### src/rtl/useq_ctrl.sv
// useq_ctrl: microprogram sequencer.
// Each active edge latches the control word at CAR into CBR and loads CAR with
// the next address decoded from that same word (INC, DISPATCH, FETCH, JUMP,
// HALT, BRANCH, CALL, RETURN). CALL/RETURN use a small hardware return stack.
// Ports:
//   CLK, RST        clock, synchronous active-high reset
//   IR              opcode, used by DISPATCH
//   ROM             control word addressed by CAR (asynchronous ROM read)
//   flags           datapath condition flags, flags[0] = zero flag
//   stall           hold every piece of state for this edge
//   CAR, CBR        control address / control buffer registers
//   halted          set by a HALT word, cleared only by RST
//   stk_err         sticky stack overflow/underflow
//   sp              return-stack occupancy
module useq_ctrl #(
    parameter int                AW          = 8,
    parameter int                CW_W        = 32,
    parameter int                OP_W        = 8,
    parameter int                NFLAG       = 4,
    parameter int                DISP_SHIFT  = 4,
    parameter logic [AW-1:0]     FETCH_ADDR  = '0,
    parameter logic [CW_W-1:0]   RESET_CW    = 32'h0000_0010,
    parameter int                STACK_DEPTH = 4,
    parameter int                SP_W        = $clog2(STACK_DEPTH + 1)
) (
    input  logic              CLK,
    input  logic              RST,
    input  logic [OP_W-1:0]   IR,
    input  logic [CW_W-1:0]   ROM,
    input  logic [NFLAG-1:0]  flags,
    input  logic              stall,
    output logic [AW-1:0]     CAR,
    output logic [CW_W-1:0]   CBR,
    output logic              halted,
    output logic              stk_err,
    output logic [SP_W-1:0]   sp
);

    localparam logic [2:0] SEQ_INC    = 3'b000;
    localparam logic [2:0] SEQ_DISP   = 3'b001;
    localparam logic [2:0] SEQ_FETCH  = 3'b010;
    localparam logic [2:0] SEQ_JUMP   = 3'b011;
    localparam logic [2:0] SEQ_HALT   = 3'b100;
    localparam logic [2:0] SEQ_BRANCH = 3'b101;
    localparam logic [2:0] SEQ_CALL   = 3'b110;
    localparam logic [2:0] SEQ_RET    = 3'b111;

    logic [AW-1:0]   car_q, car_d;
    logic [CW_W-1:0] cbr_q;
    logic            halted_q, halted_d;
    logic            err_q;
    logic [SP_W-1:0] sp_q;
    logic [AW-1:0]   stack_q [STACK_DEPTH];

    logic [2:0]      seq;
    logic [2:0]      csel;
    logic            cinv;
    logic [AW-1:0]   na;
    logic [AW-1:0]   car_inc;
    logic [AW-1:0]   disp_addr;
    logic [OP_W+AW-1:0] disp_wide;
    logic [AW-1:0]   stk_top;
    logic            cond;
    logic            push, pop, err_set;
    logic            adv;

    assign seq     = ROM[22:20];
    assign csel    = ROM[14:12];
    assign cinv    = ROM[15];
    assign na      = ROM[CW_W-1 -: AW];
    assign car_inc = car_q + 1'b1;

    // Widen before shifting so the result is exactly (IR << DISP_SHIFT) mod 2^AW
    // for any shift amount.
    assign disp_wide = {{AW{1'b0}}, IR} << DISP_SHIFT;
    assign disp_addr = disp_wide[AW-1:0];

    // Only halted and stall block sequencing; RST is handled ahead of both.
    assign adv = !halted_q && !stall;

    // Out-of-range CSEL reads as a false flag before inversion.
    always_comb begin
        cond = 1'b0;
        for (int i = 0; i < NFLAG; i++)
            if (csel == 3'(i)) cond = flags[i];
        cond = cond ^ cinv;
    end

    always_comb begin
        stk_top = '0;
        for (int i = 0; i < STACK_DEPTH; i++)
            if (sp_q == SP_W'(i + 1)) stk_top = stack_q[i];
    end

    always_comb begin
        car_d    = car_inc;
        halted_d = 1'b0;
        push     = 1'b0;
        pop      = 1'b0;
        err_set  = 1'b0;
        case (seq)
            SEQ_INC:    car_d = car_inc;
            SEQ_DISP:   car_d = disp_addr;
            SEQ_FETCH:  car_d = FETCH_ADDR;
            SEQ_JUMP:   car_d = na;
            SEQ_HALT: begin
                car_d    = car_q;
                halted_d = 1'b1;
            end
            SEQ_BRANCH: car_d = cond ? na : car_inc;
            SEQ_CALL: begin
                // A full stack drops the return address but the jump is still taken.
                car_d = na;
                if (sp_q == SP_W'(STACK_DEPTH)) err_set = 1'b1;
                else                            push    = 1'b1;
            end
            SEQ_RET: begin
                if (sp_q == '0) begin
                    car_d   = FETCH_ADDR;
                    err_set = 1'b1;
                end else begin
                    car_d = stk_top;
                    pop   = 1'b1;
                end
            end
            default: car_d = car_inc;
        endcase
    end

    always_ff @(posedge CLK) begin
        if (RST) begin
            car_q    <= FETCH_ADDR;
            cbr_q    <= RESET_CW;
            halted_q <= 1'b0;
            err_q    <= 1'b0;
            sp_q     <= '0;
        end else if (adv) begin
            car_q    <= car_d;
            cbr_q    <= ROM;
            halted_q <= halted_d;
            if (err_set) err_q <= 1'b1;
            if (push)    sp_q  <= sp_q + 1'b1;
            else if (pop) sp_q <= sp_q - 1'b1;
        end
    end

    // Stack contents are don't-care after reset, so they carry no reset.
    always_ff @(posedge CLK) begin
        if (!RST && adv && push) begin
            for (int i = 0; i < STACK_DEPTH; i++)
                if (sp_q == SP_W'(i)) stack_q[i] <= car_inc;
        end
    end

    assign CAR     = car_q;
    assign CBR     = cbr_q;
    assign halted  = halted_q;
    assign stk_err = err_q;
    assign sp      = sp_q;

endmodule

### config.mk
export PLATFORM = sky130hd
export DESIGN_NAME = useq_ctrl
export DESIGN_NICKNAME = d
export VERILOG_FILES = /design/src/rtl/useq_ctrl.sv
export SDC_FILE = /design/constraint.sdc
export NUM_CORES = 1
export LEC_CHECK = 0
export BUFFER_PORTS_ARGS = -buffer_cell sky130_fd_sc_hd__buf_4
export CAP_MARGIN = 0
export CORE_ASPECT_RATIO = 1.75
export CORE_MARGIN = 4
export CORE_UTILIZATION = 53
export DETAILED_ROUTE_END_ITERATION = 6
export PLACE_DENSITY = 0.87
export SLEW_MARGIN = 20
export SYNTH_ARGS = -nofsm -noshare
export SYNTH_HDL_FRONTEND = slang
export SYNTH_SLANG_ARGS = --single-unit
### constraint.sdc
create_clock -name CLK -period 3.3 [get_ports CLK]
set_clock_uncertainty 0.2 [all_clocks]
set_input_delay 0.165 -clock CLK [delete_from_list [all_inputs] [get_ports CLK]]
set_output_delay 0.165 -clock CLK [all_outputs]
set_load 0.02 [all_outputs]
## Yosys cells after proc, flatten, opt, wreduce, memory -nomap -nowiden

Memories as Yosys holds them, arrays and structs flattened.
Index checks and enable logic that the tools add are counted.

- Add/sub/neg operators: 3
- Equal/unequal tests: 14
- Multiplexer cells: 41
- Bitwise operators: 2
- Reduce and logical (&&, ||, !) cells: 17

Operators with widths:

| cell | number |
|---|---|
| $mux 8 | 9 |
| $pmux 8 s6 | 1 |
| $mux 1 | 25 |
| $reduce_or 8->1 | 3 |
| $eq 3x2->1 const B | 6 |
| $eq 3x3->1 const B | 5 |
| $eq 3x1->1 const B | 3 |
| $logic_not 3->1 | 3 |
| $add 8x1->8 const B | 1 |
| $mux 2 | 3 |
| $mux 3 | 2 |
| $reduce_and 2->1 | 3 |
| $add 3x1->3 const B | 1 |
| $logic_and 1x1->1 | 3 |
| $logic_not 1->1 | 3 |
| $sub 3x1->3 const B | 1 |
| $pmux 1 s2 | 1 |
| $reduce_bool 2->1 | 1 |
| $reduce_or 2->1 | 1 |
| $not 1->1 | 1 |
| $xor 1x1->1 | 1 |

- Bits in registers: 45
- Bits in writable memories: 32
- Memories: 1

Memories:

| memory | words | bits a word | read ports | clocked after memory_dff | wr ports | RTL line | RTL |
|---|---|---|---|---|---|---|---|
| stack_q | 4 | 8 | 4 | 0 | 1 | 53 | `logic [AW-1:0] stack_q [STACK_DEPTH];` |

## Logic depth before layout (Yosys ltp)

Gate-level depths: netlist of the first run.

- Depth in word-level cells: 10
- Mapped depth: 8
- Depth with buffers taken out: 7

## Least setup slack after synthesis of the first run

OpenSTA, ideal clock, no wires.

- Path kind: reg2reg
- Start point: register sp_q[0], in the netlist sp[0]
- End point: memory stack_q[0][0], enable pin
- Arrival time: 2336 ps
- Path slack: 395 ps
- Cell stages (with the launch flop): 8
- Buffers on the path: 1
- Clock period less this slack: 2905 ps
- Cells stage by stage: dfxtp_1 inv_1 ha_1 and2_4 buf_6 or3_4 or3_4 nor3b_2

- Longest elaborated chain between the ends: 10

Ends and longest elaborated chain:

| what | RTL line | RTL |
|---|---|---|
| start, declared | 52 | `logic [SP_W-1:0] sp_q;` |
| start signal, assigned | 142 | `if (push) sp_q <= sp_q + 1'b1;` |
| start signal, assigned | 143 | `else if (pop) sp_q <= sp_q - 1'b1;` |
| $eq 3x3->1 | 114 | `if (sp_q == SP_W'(STACK_DEPTH)) err_set = 1'b1;` |
| $mux 1 | 114 |  |
| $mux 1 | 101 | `case (seq)` |
| $logic_and 1x1->1 | 149 | `if (!RST && adv && push) begin` |
| $mux 1 | 149 |  |
| $mux 1 (implied by the code) | 151 | `if (sp_q == SP_W'(i)) stack_q[i] <= car_inc;` |
| $reduce_or 8->1 (no source line) | -- |  |
| $mux 2 (no source line) or $mux 1 (tied branches) (3 in series) | -- |  |
| end, declared | 53 |  |

Several ways; a longest one is shown, not always the timed one.

## Worst setup path after layout of the first run

- Start point: register sp_q[0], in the netlist sp[0]
- End point: memory stack_q[2][2], enable pin

The elaborated chain is that of the path after synthesis.

==> results.yml, run 1 <==
outcome:
  status: "completed"
cells_and_area:
  area_growth_pct: 39.0
  drive_gt1_share_pct: 25.6
  diodes: 0
  nNetsFinal: 539
floorplanning:
  fp-row-count: 39
  fp.coreArea_mm2: 0.00649
  die_area_mm2: 0.00803
  pin_count: 92
  fp.dieH_um: 116
  die_w_um: 69.5
  start_util_pct: 54.0
timing:
  tns_ns: 0
  finalSetupViolCount: 0
  fin_crit_sh_pct: 87.5
  worst_pin_slew_ns: 0.985
  hold_ws_ns: 0.0136
  min_period_ns: 2.89
  max_slew_margin_pct: 34.3
  hold_viol_final: 0
  rsz0062_at_grt: "no"
  slew_viol_final: 0
  setup_slack_ns: 0.413
  fmax_ghz: 0.346
synth:
  ys_seq_area_share_pct: 53.1
  synthFlopType: "dfxtp_1"
  syn_area_mm2: 0.00351
  ys_warn_count: 0
  synthArstFlopShare_pct: 0
  synth-edff-count: 32
  syn_avg_cell_area_um2: 9.53
  synth.net_count: 422
  synth_seq_cells: 77
  synthCells: 368
  ys_types: 49
critical_path:
  crit_start: "sp[0]$_SDFFE_PP0P_"
  r2r_start: "sp[0]$_SDFFE_PP0P_"
  cp_max_fo: 12
  start_kind: "register"
  worstSetupPathType: "reg -> reg"
  cp-end-kind: "register"
  crit_arrival_ns: 2.74
  cp.required_ns: 3.15
pwr:
  p_leak_nw: 1.93
  ir_drop_mv: 0.505
  power_mw: 2.48
  power_density_mw_per_mm2: 509
drt:
  drc: 0
  vias_per_cell: 6.02
  detail_route.iter0.violations: 304
  wl_um: 11600
  wire_per_inst_um: 20.3
  final_antenna_net_count: 0
  vias: 3440
  firstDrtPassIters: 5
job:
  maxCapViolCount: 0
hold_path:
  hold_start: "ROM[20]"
  hold_class: "in -> reg"
clock_network:
  htreeDepth: 3
  cts_root_buf: "clkbuf_16"
  insertion_delay_ns: 0.34
  clk_pin_slew_worst_paths_ns: 0.06
  numCtsBuffers: 9
  cts.path.max_buffers: 2
  cts_setup_buffers: 0
  cts.sinks: 77
  cts_tree: "built"
place:
  gp_congestion: 0.884
  place_ws_ns: 0.436
  io_buffers: 87
  hpwl_um: 6760
global_route:
  antenna_found_initial: 0
  gr-total-overflow: 0
  grt_max_degree: 47
  grt_use_total_pct: 29.5
  grt_pass1_wl_um: 18100
  grt_pass1_vias: 3562
[final cells by class]
class | instances | area [um2]
Sequential cell | 77 | 1860
Fill cell | 369 | 1610
Multi-Input combinational cell | 257 | 1510
Timing Repair Buffer | 129 | 1050
Clock buffer | 9 | 225
Tap cell | 82 | 103
Clock inverter | 6 | 88.8
Inverter | 11 | 41.3
[state kept, by name, indices dropped and copies added, names as in the netlist]
| signal | cells |
|---|---|
| CAR | 8 |
| halted | 1 |
| sp | 3 |
| CBR | 32 |
| stack_q | 32 |
| stk_err | 1 |
[power by group]
group          leakage, nW  switching, mW  total [mW]  internal (mW)
Sequential           0.659         0.0335        1.06           1.03
Clock                0.147          0.398        1.06          0.657
Combinational         1.12          0.205       0.364          0.158
Total                 1.93          0.637        2.48           1.85
[worst max-delay path, cell delays in order, from the launching register on]
cell	delay, ns
dfxtp_1	0.42
inv_1	0.11
ha_1	0.37
and2_4	0.27
or3_4	0.39
or3_4	0.41
nor3b_2	0.20
buf_4	0.21
[routing by layer]
layer	share of wire, %	GRT usage (%)	up-vias
li1	-	-	1548
met2	55	54.1	226
met1	32	29.4	1610
met3	7.4	6.77	56
met5	0	0	-
met4	5.8	19.7	0
[cell usage after synthesis (7+ instances only)]
cell type / instances / area share [%]
a21oi_1: 42 / 6.0
a311oi_1: 8 / 2.0
clkbuf_1: 15 / 1.6
dfxtp_1: 45 / 26
edfxtp_1: 32 / 27
ha_1: 7 / 2.5
inv_1: 10 / 1.1
nand2_1: 85 / 9.1
nand3_1: 12 / 1.7
nor2_1: 17 / 1.8
o21ai_0: 15 / 2.1
[placed cells by master (no fill, tap or decap), types with 6 or more instances in the layout]
cell type	Yosys	final
xnor2_1	6	6
nor2_1	17	16
dlygate4sd3_1	0	33
ha_1	7	7
clkbuf_16	0	9
edfxtp_1	32	32
a311oi_1	8	8
o21ai_0	15	15
nor2b_1	6	6
a221oi_1	6	6
a21oi_1	42	42
nand3_1	12	12
buf_4	0	96
inv_1	10	10
dfxtp_1	45	45
nand2_1	85	85
[final timing paths]
kind         cells after the start                      end  slack, ns
max reg2reg                      7  stack_q[2][2]$_DFFE_PP_       0.41
min reg2reg                      2      CBR[5]$_SDFFE_PP0P_       0.26
min                              3     CBR[20]$_SDFFE_PP0P_       0.01
max                              7  stack_q[2][2]$_DFFE_PP_       0.41
[repair_timing]
action	4_1_cts	5_1_grt
hold endpoints to repair	40	0
resized for setup	0	0
hold buffers	33	0
[kinds of logic after synthesis]
family / share of synthesized area [%]
simple gates: 18.4
compound gates: 17.9
flops: 53.1
buf+inv: 4.07
xor+xnor: 2.25
fa+ha+maj: 2.50
mux: 1.78
[stage by stage]
| stage | area [um2] | util, % | cells |
|---|---|---|---|
| final | 4880 | 75.1 | 571 |
| after global routing | 4880 | 75.1 | 571 |
| after CTS | 4880 | 75.1 | 571 |
| after detailed placement | 4230 | 65.2 | 523 |
| after global placement | 4230 | 65.2 | 523 |
| after floorplan | 3510 | - | 368 |
No activity file was read; power rests on OpenSTA's default activity.
==> run 2, diff against run 1 <==
--- a/config.mk
+++ b/config.mk
@@ -9,9 +9,9 @@
 export CAP_MARGIN = 0
 export CORE_ASPECT_RATIO = 1.75
 export CORE_MARGIN = 4
-export CORE_UTILIZATION = 53
+export CORE_UTILIZATION = 51
 export DETAILED_ROUTE_END_ITERATION = 6
-export PLACE_DENSITY = 0.87
+export PLACE_DENSITY = 0.78
 export SLEW_MARGIN = 20
 export SYNTH_ARGS = -nofsm -noshare
 export SYNTH_HDL_FRONTEND = slang
==> run 2 against run 1 <==
Against the previous run:
- sequential power is essentially flat
- highest routed layer unchanged
- power fell by 0.13%
- largest cell class unchanged
- largest power group unchanged
- critical path depth did not move
- sequential share of layout area shrank 0.098 points
- register-to-register slack gained 0.23 ns
- global-route usage down 3.0 points
- critical endpoint is now stack_q[2][4]$_DFFE_PP_
- combinational power fell by 2%
- die area increased by 3.6%
==> results.yml, run 2 (synthesis results as in run 1) <==
place:
  gp_congestion: 0.877
  hpwl_um: 7310
  io_buffers: 87
critical_path:
  cp_max_fo: 9
  crit_arrival_ns: 2.50
  crit_path_max_incr_delay_ns: 0.42
  ff2ff_path_depth: 7
  cp-end-kind: "register"
  start_kind: "register"
  worstSetupPathType: "reg -> reg"
  crit_slowest_cell: "dfxtp_1"
  path_cells: "inv_1, ha_1, and2_4, or3_4, or3_4, nor3b_2, buf_4"
  rrSetupSlack_ns: 0.64
  cp.required_ns: 3.14
  crit_path_frequent_cell: "or3_4"
  crit_buf_inv: 2
  r2r_start: "sp[0]$_SDFFE_PP0P_"
  r2r_end: "stack_q[2][4]$_DFFE_PP_"
  crit_family: "simple AND/OR/NAND/NOR gates"
  crit_start: "sp[0]$_SDFFE_PP0P_"
clock_network:
  clk_pin_slew_worst_paths_ns: 0.06
  htreeDepth: 3
  cts_hold_buf: 34
  cts.repair.resized: 0
  cts.path.max_buffers: 2
  cts_setup_buffers: 0
  cts_tree: "built"
  insertion_delay_ns: 0.34
  numCtsBuffers: 9
  cts.sinks: 77
  cts_root_buf: "clkbuf_16"
timing:
  finalSetupViolCount: 0
  min_period_ns: 2.66
  max_slew_margin_pct: 42.5
  fin_crit_sh_pct: 80.6
  tns_ns: 0
  slew_viol_final: 0
  fmax_ghz: 0.376
  rsz0062_at_grt: "no"
  worst_pin_slew_ns: 0.863
  hold_viol_final: 0
cells_and_area:
  utilization_pct: 74.2
  diodes: 0
  area_growth_pct: 39.4
  nNetsFinal: 539
  layout_common_cells: "buf_4 (95), nand2_1 (85), dfxtp_1 (45)"
  final_common_cell: "buf_4"
  drive_gt1_share_pct: 25.3
hold_path:
  hold_end: "stk_err$_SDFFE_PP0P_"
  hold_start: "RST"
  whs_path_depth: 2
  hold_class: "in -> reg"
floorplanning:
  fp-row-count: 39
  fp.dieH_um: 118
  die_area_mm2: 0.00832
  fp.coreArea_mm2: 0.00659
  die_w_um: 70.7
  start_util_pct: 53.2
  pin_count: 92
outcome:
  status: "completed"
drt:
  wl_um: 10700
  vias: 3269
  firstDrtPassIters: 5
  wire_per_inst_um: 18.6
  drc: 0
  vias_per_cell: 5.72
  detail_route.iter0.violations: 295
  final_antenna_net_count: 0
global_route:
  grt_max_degree: 47
  grt_use_total_pct: 26.5
  grt_pass1_vias: 3378
  antenna_found_initial: 0
  gr-total-overflow: 0
  grt_pass1_wl_um: 17200
pwr:
  power_density_mw_per_mm2: 507
  ir_drop_mv: 0.679
  p_leak_nw: 1.93
job:
  maxCapViolCount: 0
run 2: per-layer routing:
layer	share of wire, %	wire length (um)	GRT usage, %
met5	0	0	0
met4	5.6	594	17.2
met3	5.6	593	6.32
met2	53	5670	44.8
met1	36	3810	28.6
run 2: worst max-delay path by stage:
stage / to / slack, ns / depth (start not counted)
4_1_cts: stack_q[2][6]$_DFFE_PP_ / 0.63 / 7
3_5_place_dp: stack_q[2][6]$_DFFE_PP_ / 0.64 / 7
2_1_floorplan: stack_q[0][0]$_DFFE_PP_ / 0.39 / 7
6_report: stack_q[2][4]$_DFFE_PP_ / 0.64 / 7
5_1_grt: CAR[5]$_SDFFE_PP0P_ / 0.56 / 7
3_3_place_gp: stack_q[2][6]$_DFFE_PP_ / 0.69 / 7
run 2: per-stage QoR:
stage          power [mW]  cell area (um2)  worst slack, ns  hold WS [ns]  std cells
5_1_grt              2.56             4890            0.559        0.0934        572
3_5_place_dp         1.40             4220            0.639         0.189        522
4_1_cts              2.48             4890            0.630        0.0583        572
6_report             2.48             4890            0.639        0.0590        572
2_1_floorplan        1.25             3510            0.395        0.0893        368
3_3_place_gp         1.39             4220            0.693         0.175        522
run 2: cell type report:
| type | count | area, um2 |
|---|---|---|
| inverter | 11 | 41.3 |
| sequential | 77 | 1860 |
| clock buffer | 10 | 239 |
| clock inverter | 6 | 85.1 |
| fill | 451 | 1700 |
| multi-input combinational | 257 | 1510 |
| timing repair buffer | 129 | 1050 |
| tap | 82 | 103 |
run 2: power by group:
group / switching [mW] / internal [mW]
clock network: 0.383 / 0.681
logic: 0.199 / 0.158
registers: 0.0281 / 1.03
